[src/rtl/toggle_monitor_if.sv]
// ---------------------------------------------------------------------------
// toggle_monitor_if
//   Bundles the control, expected-vector, monitored-bus and status signals of
//   the toggle monitor. The master side (board logic or bench) drives
//   configuration and the monitored bus. The slave side (the monitor) returns
//   status.
//
//   Signals:
//     enable         arm monitor; low returns to idle
//     cntUPTO        expected toggle count, sampled on arming
//     expVEC1        expected setup-phase vector
//     expVEC2        expected hold-phase vector
//     vec_in         monitored bus
//     done           pass, held until enable low
//     error          fail, sticky until enable low
//     err_code       failure cause
//     toggleCNT_out  completed toggles so far
//     state_out      current monitor state (debug)
//     err_run        run length at first error (capture build only)
// ---------------------------------------------------------------------------
interface toggle_monitor_if #(
    parameter int VEC_W = 5,
    parameter int CNT_W = 12
);
    logic             enable;
    logic [CNT_W-1:0] cntUPTO;
    logic [VEC_W-1:0] expVEC1;
    logic [VEC_W-1:0] expVEC2;
    logic [VEC_W-1:0] vec_in;
    logic             done;
    logic             error;
    logic [2:0]       err_code;
    logic [CNT_W-1:0] toggleCNT_out;
    logic [2:0]       state_out;
    logic [11:0]      err_run;

    modport master (
        output enable, cntUPTO, expVEC1, expVEC2, vec_in,
        input  done, error, err_code, toggleCNT_out, state_out, err_run
    );

    modport slave (
        input  enable, cntUPTO, expVEC1, expVEC2, vec_in,
        output done, error, err_code, toggleCNT_out, state_out, err_run
    );
endinterface

[src/rtl/toggle_monitor.sv]
// ---------------------------------------------------------------------------
// toggle_monitor
//   Receive-side checker for the two-vector toggle stream. It samples the
//   monitored bus in the generator clock domain. It checks that the bus
//   alternates between expVEC1 (setup phase) and expVEC2 (hold phase), and
//   that every phase lasts the programmed number of cycles. It counts
//   completed toggles up to cntUPTO and then reports done. On any fault it
//   reports a sticky error with the first cause code.
//
//   Ports:
//     clk    200 MHz monitor clock (same clock as the generator)
//     reset  synchronous, active-high reset
//     bus    toggle_monitor_if.slave: enable, cntUPTO, expVEC1/2, vec_in in;
//            done, error, err_code, toggleCNT_out, state_out, err_run out
//
//   err_code: 0 none, 1 illegal vector, 2 setup length, 3 hold length,
//             4 timeout, 5 config
//
//   Build option: define MON_CAPTURE_EN to capture the run length at the
//   first error on err_run. Otherwise err_run is tied to zero.
// ---------------------------------------------------------------------------
module toggle_monitor #(
    parameter int VEC_W       = 5,
    parameter int CNT_W       = 12,
    parameter int SETUP_CYC   = 3,
    parameter int HOLD_CYC    = 2,
    parameter int TIMEOUT_CYC = 4095
) (
    input logic             clk,
    input logic             reset,
    toggle_monitor_if.slave bus
);

    localparam int RUN_W = $clog2(TIMEOUT_CYC + 1);
    localparam logic [RUN_W-1:0] RUN_MAX = RUN_W'(TIMEOUT_CYC);

    localparam logic [2:0] ERR_NONE    = 3'd0;
    localparam logic [2:0] ERR_ILLEGAL = 3'd1;
    localparam logic [2:0] ERR_SETUP   = 3'd2;
    localparam logic [2:0] ERR_HOLD    = 3'd3;
    localparam logic [2:0] ERR_TIMEOUT = 3'd4;
    localparam logic [2:0] ERR_CONFIG  = 3'd5;

    typedef enum logic [2:0] {
        MON_WAIT = 3'd0,
        MON_LOW  = 3'd1,
        MON_HIGH = 3'd2,
        MON_DONE = 3'd3,
        MON_ERR  = 3'd4
    } mon_state_e;

    mon_state_e       state_q, state_n;
    logic [VEC_W-1:0] vec_p0, vec_p1;
    logic [RUN_W-1:0] run_q, run_n;
    logic [CNT_W-1:0] upto_q, upto_n;
    logic [CNT_W-1:0] cnt_q, cnt_n;
    logic             first_q, first_n;
    logic [2:0]       code_q, code_n;
    logic             done_q, error_q;

    logic             transition, is_v1, is_v2, illegal;
    logic             rise, fall, setup_ok, hold_ok, last_toggle, timeout;
    logic             fail;
    logic [2:0]       fail_code;

    // ---- stage p0/p1: bus sample and previous sample ----
    assign transition = (vec_p0 != vec_p1);
    assign is_v1      = (vec_p0 == bus.expVEC1);
    assign is_v2      = (vec_p0 == bus.expVEC2);
    assign illegal    = !is_v1 && !is_v2;
    assign rise       = transition && is_v2;
    assign fall       = transition && is_v1;

    // On a transition cycle run_q still holds the length of the run just
    // ended. The first setup run is open-ended because the generator idles
    // in expVEC1 until its PLL locks.
    assign setup_ok    = first_q ? (run_q >= RUN_W'(SETUP_CYC))
                                 : (run_q == RUN_W'(SETUP_CYC));
    assign last_toggle = (cnt_q == upto_q);
    // The generator holds one extra cycle before it raises its own done.
    assign hold_ok     = last_toggle ? ((run_q == RUN_W'(HOLD_CYC)) ||
                                        (run_q == RUN_W'(HOLD_CYC + 1)))
                                     : (run_q == RUN_W'(HOLD_CYC));
    assign timeout     = (run_q == RUN_MAX);

    always_comb begin
        run_n = run_q;
        if (state_q == MON_WAIT) begin
            run_n = '0;
        end else if (transition) begin
            run_n = RUN_W'(1);
        end else if (run_q != RUN_MAX) begin
            run_n = run_q + RUN_W'(1);
        end
    end

    // Error causes are tested first so that a fault always beats advancing.
    // The order also ranks illegal vector above length above timeout.
    always_comb begin
        state_n   = state_q;
        upto_n    = upto_q;
        cnt_n     = cnt_q;
        first_n   = first_q;
        code_n    = code_q;
        fail      = 1'b0;
        fail_code = ERR_NONE;
        case (state_q)
            MON_WAIT: begin
                cnt_n  = '0;
                code_n = ERR_NONE;
                if (bus.enable) begin
                    upto_n = bus.cntUPTO;
                    if ((bus.cntUPTO == '0) || (bus.expVEC1 == bus.expVEC2)) begin
                        fail      = 1'b1;
                        fail_code = ERR_CONFIG;
                    end else begin
                        state_n = MON_LOW;
                        first_n = 1'b1;
                    end
                end
            end
            MON_LOW: begin
                if (!bus.enable) begin
                    state_n = MON_WAIT;
                    cnt_n   = '0;
                end else if (illegal) begin
                    fail      = 1'b1;
                    fail_code = ERR_ILLEGAL;
                end else if (rise && !setup_ok) begin
                    fail      = 1'b1;
                    fail_code = ERR_SETUP;
                end else if (timeout) begin
                    fail      = 1'b1;
                    fail_code = ERR_TIMEOUT;
                end else if (rise) begin
                    cnt_n   = cnt_q + CNT_W'(1);
                    first_n = 1'b0;
                    state_n = MON_HIGH;
                end
            end
            MON_HIGH: begin
                if (!bus.enable) begin
                    state_n = MON_WAIT;
                    cnt_n   = '0;
                end else if (illegal) begin
                    fail      = 1'b1;
                    fail_code = ERR_ILLEGAL;
                end else if (fall && !hold_ok) begin
                    fail      = 1'b1;
                    fail_code = ERR_HOLD;
                end else if (timeout) begin
                    fail      = 1'b1;
                    fail_code = ERR_TIMEOUT;
                end else if (fall) begin
                    state_n = last_toggle ? MON_DONE : MON_LOW;
                end
            end
            MON_DONE: begin
                if (!bus.enable) begin
                    state_n = MON_WAIT;
                    cnt_n   = '0;
                end else if (transition) begin
                    fail      = 1'b1;
                    fail_code = ERR_ILLEGAL;
                end
            end
            MON_ERR: begin
                if (!bus.enable) begin
                    state_n = MON_WAIT;
                    cnt_n   = '0;
                    code_n  = ERR_NONE;
                end
            end
            default: state_n = MON_WAIT;
        endcase
        if (fail) begin
            state_n = MON_ERR;
            code_n  = fail_code;
        end
    end

    // ---- stage p2: registered state and status ----
    always_ff @(posedge clk) begin
        if (reset) begin
            state_q <= MON_WAIT;
            vec_p0  <= '0;
            vec_p1  <= '0;
            run_q   <= '0;
            upto_q  <= '0;
            cnt_q   <= '0;
            first_q <= 1'b0;
            code_q  <= ERR_NONE;
            done_q  <= 1'b0;
            error_q <= 1'b0;
        end else begin
            state_q <= state_n;
            vec_p0  <= bus.vec_in;
            vec_p1  <= vec_p0;
            run_q   <= run_n;
            upto_q  <= upto_n;
            cnt_q   <= cnt_n;
            first_q <= first_n;
            code_q  <= code_n;
            done_q  <= (state_n == MON_DONE);
            error_q <= (state_n == MON_ERR);
        end
    end

    assign bus.done          = done_q;
    assign bus.error         = error_q;
    assign bus.err_code      = code_q;
    assign bus.toggleCNT_out = cnt_q;
    assign bus.state_out     = state_q;

`ifdef MON_CAPTURE_EN
    logic [11:0] err_run_q;

    always_ff @(posedge clk) begin
        if (reset) begin
            err_run_q <= '0;
        end else if (fail && (state_q != MON_ERR)) begin
            err_run_q <= 12'(run_q);
        end else if (state_n == MON_WAIT) begin
            err_run_q <= '0;
        end
    end

    assign bus.err_run = err_run_q;
`else
    assign bus.err_run = '0;
`endif

endmodule

[src/flat_wrapper.sv]
// flat-port wrapper written by rule: the top's interface ports become plain ports
module toggle_monitor_flat 
#(
    parameter int VEC_W       = 5,
    parameter int CNT_W       = 12,
    parameter int SETUP_CYC   = 3,
    parameter int HOLD_CYC    = 2,
    parameter int TIMEOUT_CYC = 4095
)
  (clk, reset, bus_enable, bus_cntUPTO, bus_expVEC1, bus_expVEC2, bus_vec_in, bus_done, bus_error, bus_err_code, bus_toggleCNT_out, bus_state_out, bus_err_run);
  toggle_monitor_if #(.VEC_W(VEC_W), .CNT_W(CNT_W)) bus_i ();
  input logic clk;
  input logic reset;
  input wire logic [$bits(bus_i.enable)-1:0] bus_enable;
  input wire logic [$bits(bus_i.cntUPTO)-1:0] bus_cntUPTO;
  input wire logic [$bits(bus_i.expVEC1)-1:0] bus_expVEC1;
  input wire logic [$bits(bus_i.expVEC2)-1:0] bus_expVEC2;
  input wire logic [$bits(bus_i.vec_in)-1:0] bus_vec_in;
  output wire logic [$bits(bus_i.done)-1:0] bus_done;
  output wire logic [$bits(bus_i.error)-1:0] bus_error;
  output wire logic [$bits(bus_i.err_code)-1:0] bus_err_code;
  output wire logic [$bits(bus_i.toggleCNT_out)-1:0] bus_toggleCNT_out;
  output wire logic [$bits(bus_i.state_out)-1:0] bus_state_out;
  output wire logic [$bits(bus_i.err_run)-1:0] bus_err_run;
  assign bus_i.enable = bus_enable;
  assign bus_i.cntUPTO = bus_cntUPTO;
  assign bus_i.expVEC1 = bus_expVEC1;
  assign bus_i.expVEC2 = bus_expVEC2;
  assign bus_i.vec_in = bus_vec_in;
  assign bus_done = bus_i.done;
  assign bus_error = bus_i.error;
  assign bus_err_code = bus_i.err_code;
  assign bus_toggleCNT_out = bus_i.toggleCNT_out;
  assign bus_state_out = bus_i.state_out;
  assign bus_err_run = bus_i.err_run;
  toggle_monitor #(.VEC_W(VEC_W), .CNT_W(CNT_W), .SETUP_CYC(SETUP_CYC), .HOLD_CYC(HOLD_CYC), .TIMEOUT_CYC(TIMEOUT_CYC)) u_core (.clk(clk), .reset(reset), .bus(bus_i));
endmodule
[config.mk]
export PLATFORM = sky130hd
export DESIGN_NAME = toggle_monitor_flat
export DESIGN_NICKNAME = d
export VERILOG_FILES = /design/src/rtl/toggle_monitor_if.sv /design/src/rtl/toggle_monitor.sv /design/src/flat_wrapper.sv
export SDC_FILE = /design/constraint.sdc
export NUM_CORES = 1
export LEC_CHECK = 0
export CORE_MARGIN = 1.5
export CORE_UTILIZATION = 35
export CTS_CLUSTER_SIZE = 30
export DETAILED_ROUTE_END_ITERATION = 6
export GPL_ROUTABILITY_DRIVEN = 1
export PLACE_DENSITY = 0.69
export SLEW_MARGIN = 20
export SYNTH_ARGS = -nofsm -noshare
export SYNTH_HDL_FRONTEND = slang
export SYNTH_SLANG_ARGS = --single-unit
[constraint.sdc]
create_clock -name clk -period 5.6 [get_ports clk]
set_input_delay 1.12 -clock clk [delete_from_list [all_inputs] [get_ports clk]]
set_output_delay 1.12 -clock clk [all_outputs]
set_load 0.05 [all_outputs]
=== After elaboration in Yosys (flattened, before gate mapping) ===
Index checks and enable logic that the tools add are counted.

* Output and inout port bits: 32
* Memory bits (writable): 0
* Register bits: 55
* Memories kept: 0
* ROM bits: 0
* Input port bits: 30
* Latch bits: 0
* Logic and storage cells: 129

* Bitwise gates (word level): 0
* Equal/unequal tests: 28
* Muxes and demuxes: 62
* Shift-type cells: 0
* Add/sub/neg operators: 2
* Reductions and logical operators: 25
* $mul: 0
* Order comparisons: 1
* Divide/modulo/power cells: 0

{| class="wikitable"
|+ Operators with widths
! kind !! number
|-
| $mux 3 || 26
|-
| $mux 12 || 6
|-
| $pmux 12 s3 || 1
|-
| $add 12x1->12 const B || 2
|-
| $eq 12x2->1 const B || 2
|-
| $pmux 3 s4 || 2
|-
| $mux 1 || 23
|-
| $eq 5x5->1 || 3
|-
| $ne 2x2->1 const B || 7
|-
| $eq 12x12->1 || 1
|-
| $eq 12x12->1 const B || 1
|-
| $ge 12x2->1 const B || 1
|-
| $logic_not 12->1 || 1
|-
| $ne 12x12->1 const B || 1
|-
| $eq 3x2->1 const B || 3
|-
| $ne 3x3->1 const B || 3
|-
| $reduce_and 8->1 || 1
|-
| $eq 3x3->1 const B || 2
|-
| $ne 3x2->1 const B || 2
|-
| $pmux 3 s2 || 1
|-
| $reduce_and 6->1 || 1
|-
| $reduce_bool 3->1 || 2
|-
| $reduce_or 3->1 || 2
|-
| $logic_and 1x1->1 || 5
|-
| other kinds (12) || 19
|}

=== Longest topological paths before layout ===
* Depth after elaboration: 11
* Gate-level depth with buffers: 10
* Mapped depth without buffers: 8

=== Worst setup path after synthesis ===
No wires, ideal clock.

* Path kind: input port to flip-flop
* From: in bus_expVEC2[1]
* To: reg u_core.cnt_q[7], in the netlist u_core.bus.toggleCNT_out[7]
* Path buffers: 2
* Data required time: 5529 ps
* Cell stages on the path: 9
* Slack: 2417 ps
* Arrival time: 3112 ps
* Path through: xor2_1 nor3_1 nand3_1 or4b_1 buf_2 and2_4 buf_6 or4_1 a21oi_1

* Cells in the longest elaborated chain, start to end: 5
* Elaborated cells on any way between the ends: 9
* Those cells by class: eq/ne (4); reduce/logical (5)

{| class="wikitable"
|+ RTL lines
! what !! RTL line !! source
|-
| start: declaration || flat_wrapper.sv:17 || <nowiki>input wire logic [$bits(bus_i.expVEC2)-1:0] bus_expVEC2;</nowiki>
|-
| $eq 5x5->1 * || toggle_monitor.sv:69 || <nowiki>assign is_v2 = (vec_p0 == bus.expVEC2);</nowiki>
|-
| $logic_not 1->1 or $logic_and 1x1->1 (tied branches) || toggle_monitor.sv:70, toggle_monitor.sv:71 ||
|-
| $logic_and 1x1->1 (on tied branches) || toggle_monitor.sv:70, toggle_monitor.sv:129 ||
|-
| $ne 3x3->1 (no line) || n/a ||
|-
| $reduce_and 6->1 (no line) * || n/a ||
|-
| end signal: assignment || toggle_monitor.sv:201 || <nowiki>cnt_q <= cnt_n;</nowiki>
|-
| end: declaration || toggle_monitor.sv:56 || <nowiki>logic [CNT_W-1:0] cnt_q, cnt_n;</nowiki>
|}

Every way passes the cells marked *; elsewhere a longest branch is shown, timed or not.
A chain may end at the register's enable or synchronous reset.

=== Final worst setup path ===
Ends and elaborated chain as after synthesis.

==> results_dict.tcl <==
set metrics [dict create \
    drc 0 \
    gp_congestion 0.858 \
    fin_util_pct 43.3 \
    critical_path_required_ns 5.85 \
    power_density_nw_per_um2 214 \
    final_max_slew_viol_count 0 \
    slowest_delay_ns 0.68 \
    grt_pass1_vias 2389 \
    worstMarginPinSlew_ns 0.881 \
    drive_above_1_share_pct 3.73 \
    die_area_sq_um 9030 \
    avgSynthCellArea_sq_um 8.17 \
    relSlewSlack_pct 41.1 \
    ys_seq_area_share_pct 37.1 \
    status "finished clean" \
    core_area_sq_um 8220 \
    yosys_warnings 0 \
    worstPathCellList "clkdlybuf4s50_1, xor2_1, nor3_1, nand3_1, or4b_1, and2_4, or4_1, a21oi_1" \
    area_delta_synth_final_pct 20.0 \
    clock_skew_ns 0.0108 \
    power_switching_mw 0.218 \
    overflow 0 \
    wl_met3_um 389 \
    critPathLaunch "bus_expVEC2[1]" \
    syn_inst 363 \
    fin_setup_tns_ns 0 \
    initial_core_util_pct 36.1 \
    cap_violations 0 \
    vdd_ir_drop_max_v 0.000124 \
    vias_per_cell 5.09 \
    grt_max_degree 25 \
    n_antenna_cell 0 \
    antenna_found_initial 0 \
    top_layer "met4" \
    io_buffer_count 49 \
    cp-start-kind "input port" \
    cts_hold_buf 0 \
    cp_slowest_cell "or4b_1" \
    dieHeight_um 95.0 \
    cts.sinks 55 \
    drtIter0Drc 123 \
    whs_path_depth 2 \
    ys_ff_latch 55 \
    setup_viol 0 \
    rrSetupSlack_ns 2.83 \
    finalWirelength_mm 6.64 \
    p_int_mw 0.544 \
    rr_worst_depth 7 \
    clkPwrFrac_pct 29.1 \
    cp-endpoint "u_core.bus.toggleCNT_out[7]$_SDFFE_PP0P_" \
    synth_edf_count 0 \
    place_hpwl_mm 5.09 \
    r2r_start "u_core.bus.toggleCNT_out[5]$_SDFFE_PP0P_" \
    wl_per_cell_um 13.1 \
    rsz0062_at_grt "no" \
    detail_route.wirelength.met1_mm 3.13 \
    clockRootBuffer "clkbuf_8" \
    synthArstFlopShare_pct 0 \
    crit_type "in2reg" \
    syn_area_sq_um 2970 \
    dr_total_vias 2581 \
    die_w_um 95.0 \
    cts_setup_buffers 0 \
    cts_resized 0 \
    max-clock-path-buffers 2 \
    clk_transition_reported_paths_ns 0.10 \
    grt_util_all_layers_pct 15.2 \
    synthFlopType "dfxtp_1" \
    hold_viol_final 0 \
    regToRegEndpoint "u_core.bus.state_out[0]$_SDFF_PP0_" \
    h-tree-depth 2 \
    period_minus_slack_ns 3.53 \
    p_leak_nw 1.26 \
    clk_latency_ns 0.32 \
    end_kind "flop" \
    synthDistinctLibCells 50 \
    rows 33 \
    path_max_fanout 9 \
    hp-class "reg2reg" \
    cts_made_buffers 5 \
    antenna_left 0 \
    power_frac_comb_pct 16.3 \
    drtPass1Iterations 4 \
    seqPwrFrac_pct 54.6 \
    cts_tree "yes" \
    nets 434 \
    max_freq_mhz 283 \
    grt_first_pass_wirelength_mm 10.8 \
    timing.critical_path.arrival_ns 3.78 \
    boundaryPins 62 \
    wl_met2_mm 3.03 \
    fin_crit_sh_pct 63.1 \
    p_sw_share_pct 28.6 \
]
==> placed cells by master, fill, tap and decap left out, types with 6 or more instances in the layout <==
cell type        netlist  layout
dfxtp_1               55      55
clkdlybuf4s50_1        0      49
nand2_1               40      40
xor2_1                29      29
nor2_1                29      29
a21oi_1               27      27
nand3_1               19      19
xnor2_1               17      17
conb_1                 1      12
nor2b_1               11      11
nor3_1                 9       9
a211oi_1               8       8
nand2b_1               7       7
nor4_1                 7       7
o21ai_0                7       7
inv_1                  6       6
or3_1                  6       6
nand4_1                6       6
==> synth_stat cells (2+ instances only) <==
library cell	n	area share [%]
inv_1	6	0.76
or3_1	6	1.3
nand4_1	6	1.3
o32ai_1	2	0.59
nand2b_1	7	1.5
or2_2	4	0.84
a21oi_1	27	4.6
xor2_1	29	8.6
or4_1	2	0.51
xnor2_1	17	5.0
buf_4	12	3.0
o211ai_1	3	0.76
and4_1	2	0.59
o21ai_0	7	1.2
a211o_1	2	0.59
a22oi_1	2	0.51
and3_1	5	1.1
nand3_1	19	3.2
a211oi_1	8	2.0
clkbuf_1	16	2.0
a31oi_1	4	0.84
nor4_1	7	1.5
nor3_1	9	1.5
dfxtp_1	55	37
o22ai_1	2	0.42
nor2b_1	11	2.3
nand2_1	40	5.1
nor2_1	29	3.7
ha_1	3	1.3
==> layout make-up <==
class	count	area [sq um]
fillers	824	4660
multi-input cells	283	1720
flip-flops and latches	55	1100
repair buffers	50	498
well taps	105	131
clock buffers	6	72.6
inverters	6	22.5
clock inverters	2	17.5
==> layer usage <==
metal  up-vias  track usage [%]
met5         -                0
li1       1316                -
met3         9             2.71
met1      1185             20.0
met4         0             4.85
met2        71             25.2
==> flip-flops by register name, summed over array words and instances, names as in the netlist <==
signal / flops
u_core.bus.err_code: 3
u_core.vec_p1: 5
u_core.bus.done: 1
u_core.upto_q: 12
u_core.bus.error: 1
u_core.first_q: 1
u_core.bus.toggleCNT_out: 12
u_core.bus.state_out: 3
u_core.run_q: 12
u_core.vec_p0: 5
==> metrics by stage <==
stage / area, sq um / hold slack [ns] / cells / total power [mW] / setup WS (ns)
after floorplan: 3010 / 0.448 / 374 / 0.515 / 2.42
after global placement: 3470 / 0.463 / 499 / 0.548 / 1.77
after detailed placement: 3470 / 0.464 / 499 / 0.550 / 1.75
after CTS: 3560 / 0.479 / 507 / 0.774 / 2.08
after global routing: 3560 / 0.504 / 507 / 0.801 / 1.86
final: 3560 / 0.475 / 507 / 0.763 / 2.07
==> power by group through the flow <==
stage                     clock, mW  sequential (mW)  combinational [mW]
after floorplan                   0            0.428              0.0867
after global placement            0            0.425               0.123
after CTS                     0.232            0.417               0.125
after global routing          0.246            0.419               0.137
final                         0.222            0.416               0.125
after detailed placement          0            0.426               0.125
==> worst max-delay path: cells and delay by family <==
| family | cells | cell delay, ns |
|---|---|---|
| compound gates | 1 | 0.15 |
| simple gates | 5 | 1.88 |
| buf+inv | 1 | 0.45 |
| xor+xnor | 1 | 0.18 |
==> how the worst min path moves through the flow <==
stage                             startpoint                       endpoint  slack, ns
6_report       u_core.upto_q[1]$_SDFFE_PP0P_  u_core.upto_q[1]$_SDFFE_PP0P_       0.47
3_3_place_gp   u_core.upto_q[1]$_SDFFE_PP0P_  u_core.upto_q[1]$_SDFFE_PP0P_       0.46
5_1_grt        u_core.upto_q[1]$_SDFFE_PP0P_  u_core.upto_q[1]$_SDFFE_PP0P_       0.50
3_5_place_dp   u_core.upto_q[1]$_SDFFE_PP0P_  u_core.upto_q[1]$_SDFFE_PP0P_       0.46
2_1_floorplan  u_core.upto_q[2]$_SDFFE_PP0P_  u_core.upto_q[2]$_SDFFE_PP0P_       0.45
4_1_cts        u_core.upto_q[1]$_SDFFE_PP0P_  u_core.upto_q[1]$_SDFFE_PP0P_       0.48
==> logic make-up (layout without fill, tap and decap cells) <==
logic type	count (synthesis)	after routing	share of synthesized area, %
multiplexers	1	1	0.338
AND/OR/NAND/NOR	154	154	26.7
flip-flops	55	55	37.1
buffers and inverters	36	64	6.37
adder cells (fa/ha/maj)	4	4	1.60
XOR/XNOR	46	46	13.6
other	1	12	0.126
AO/OA/AOI/OAI	66	66	14.1
No activity file was read; power rests on OpenSTA's default activity.
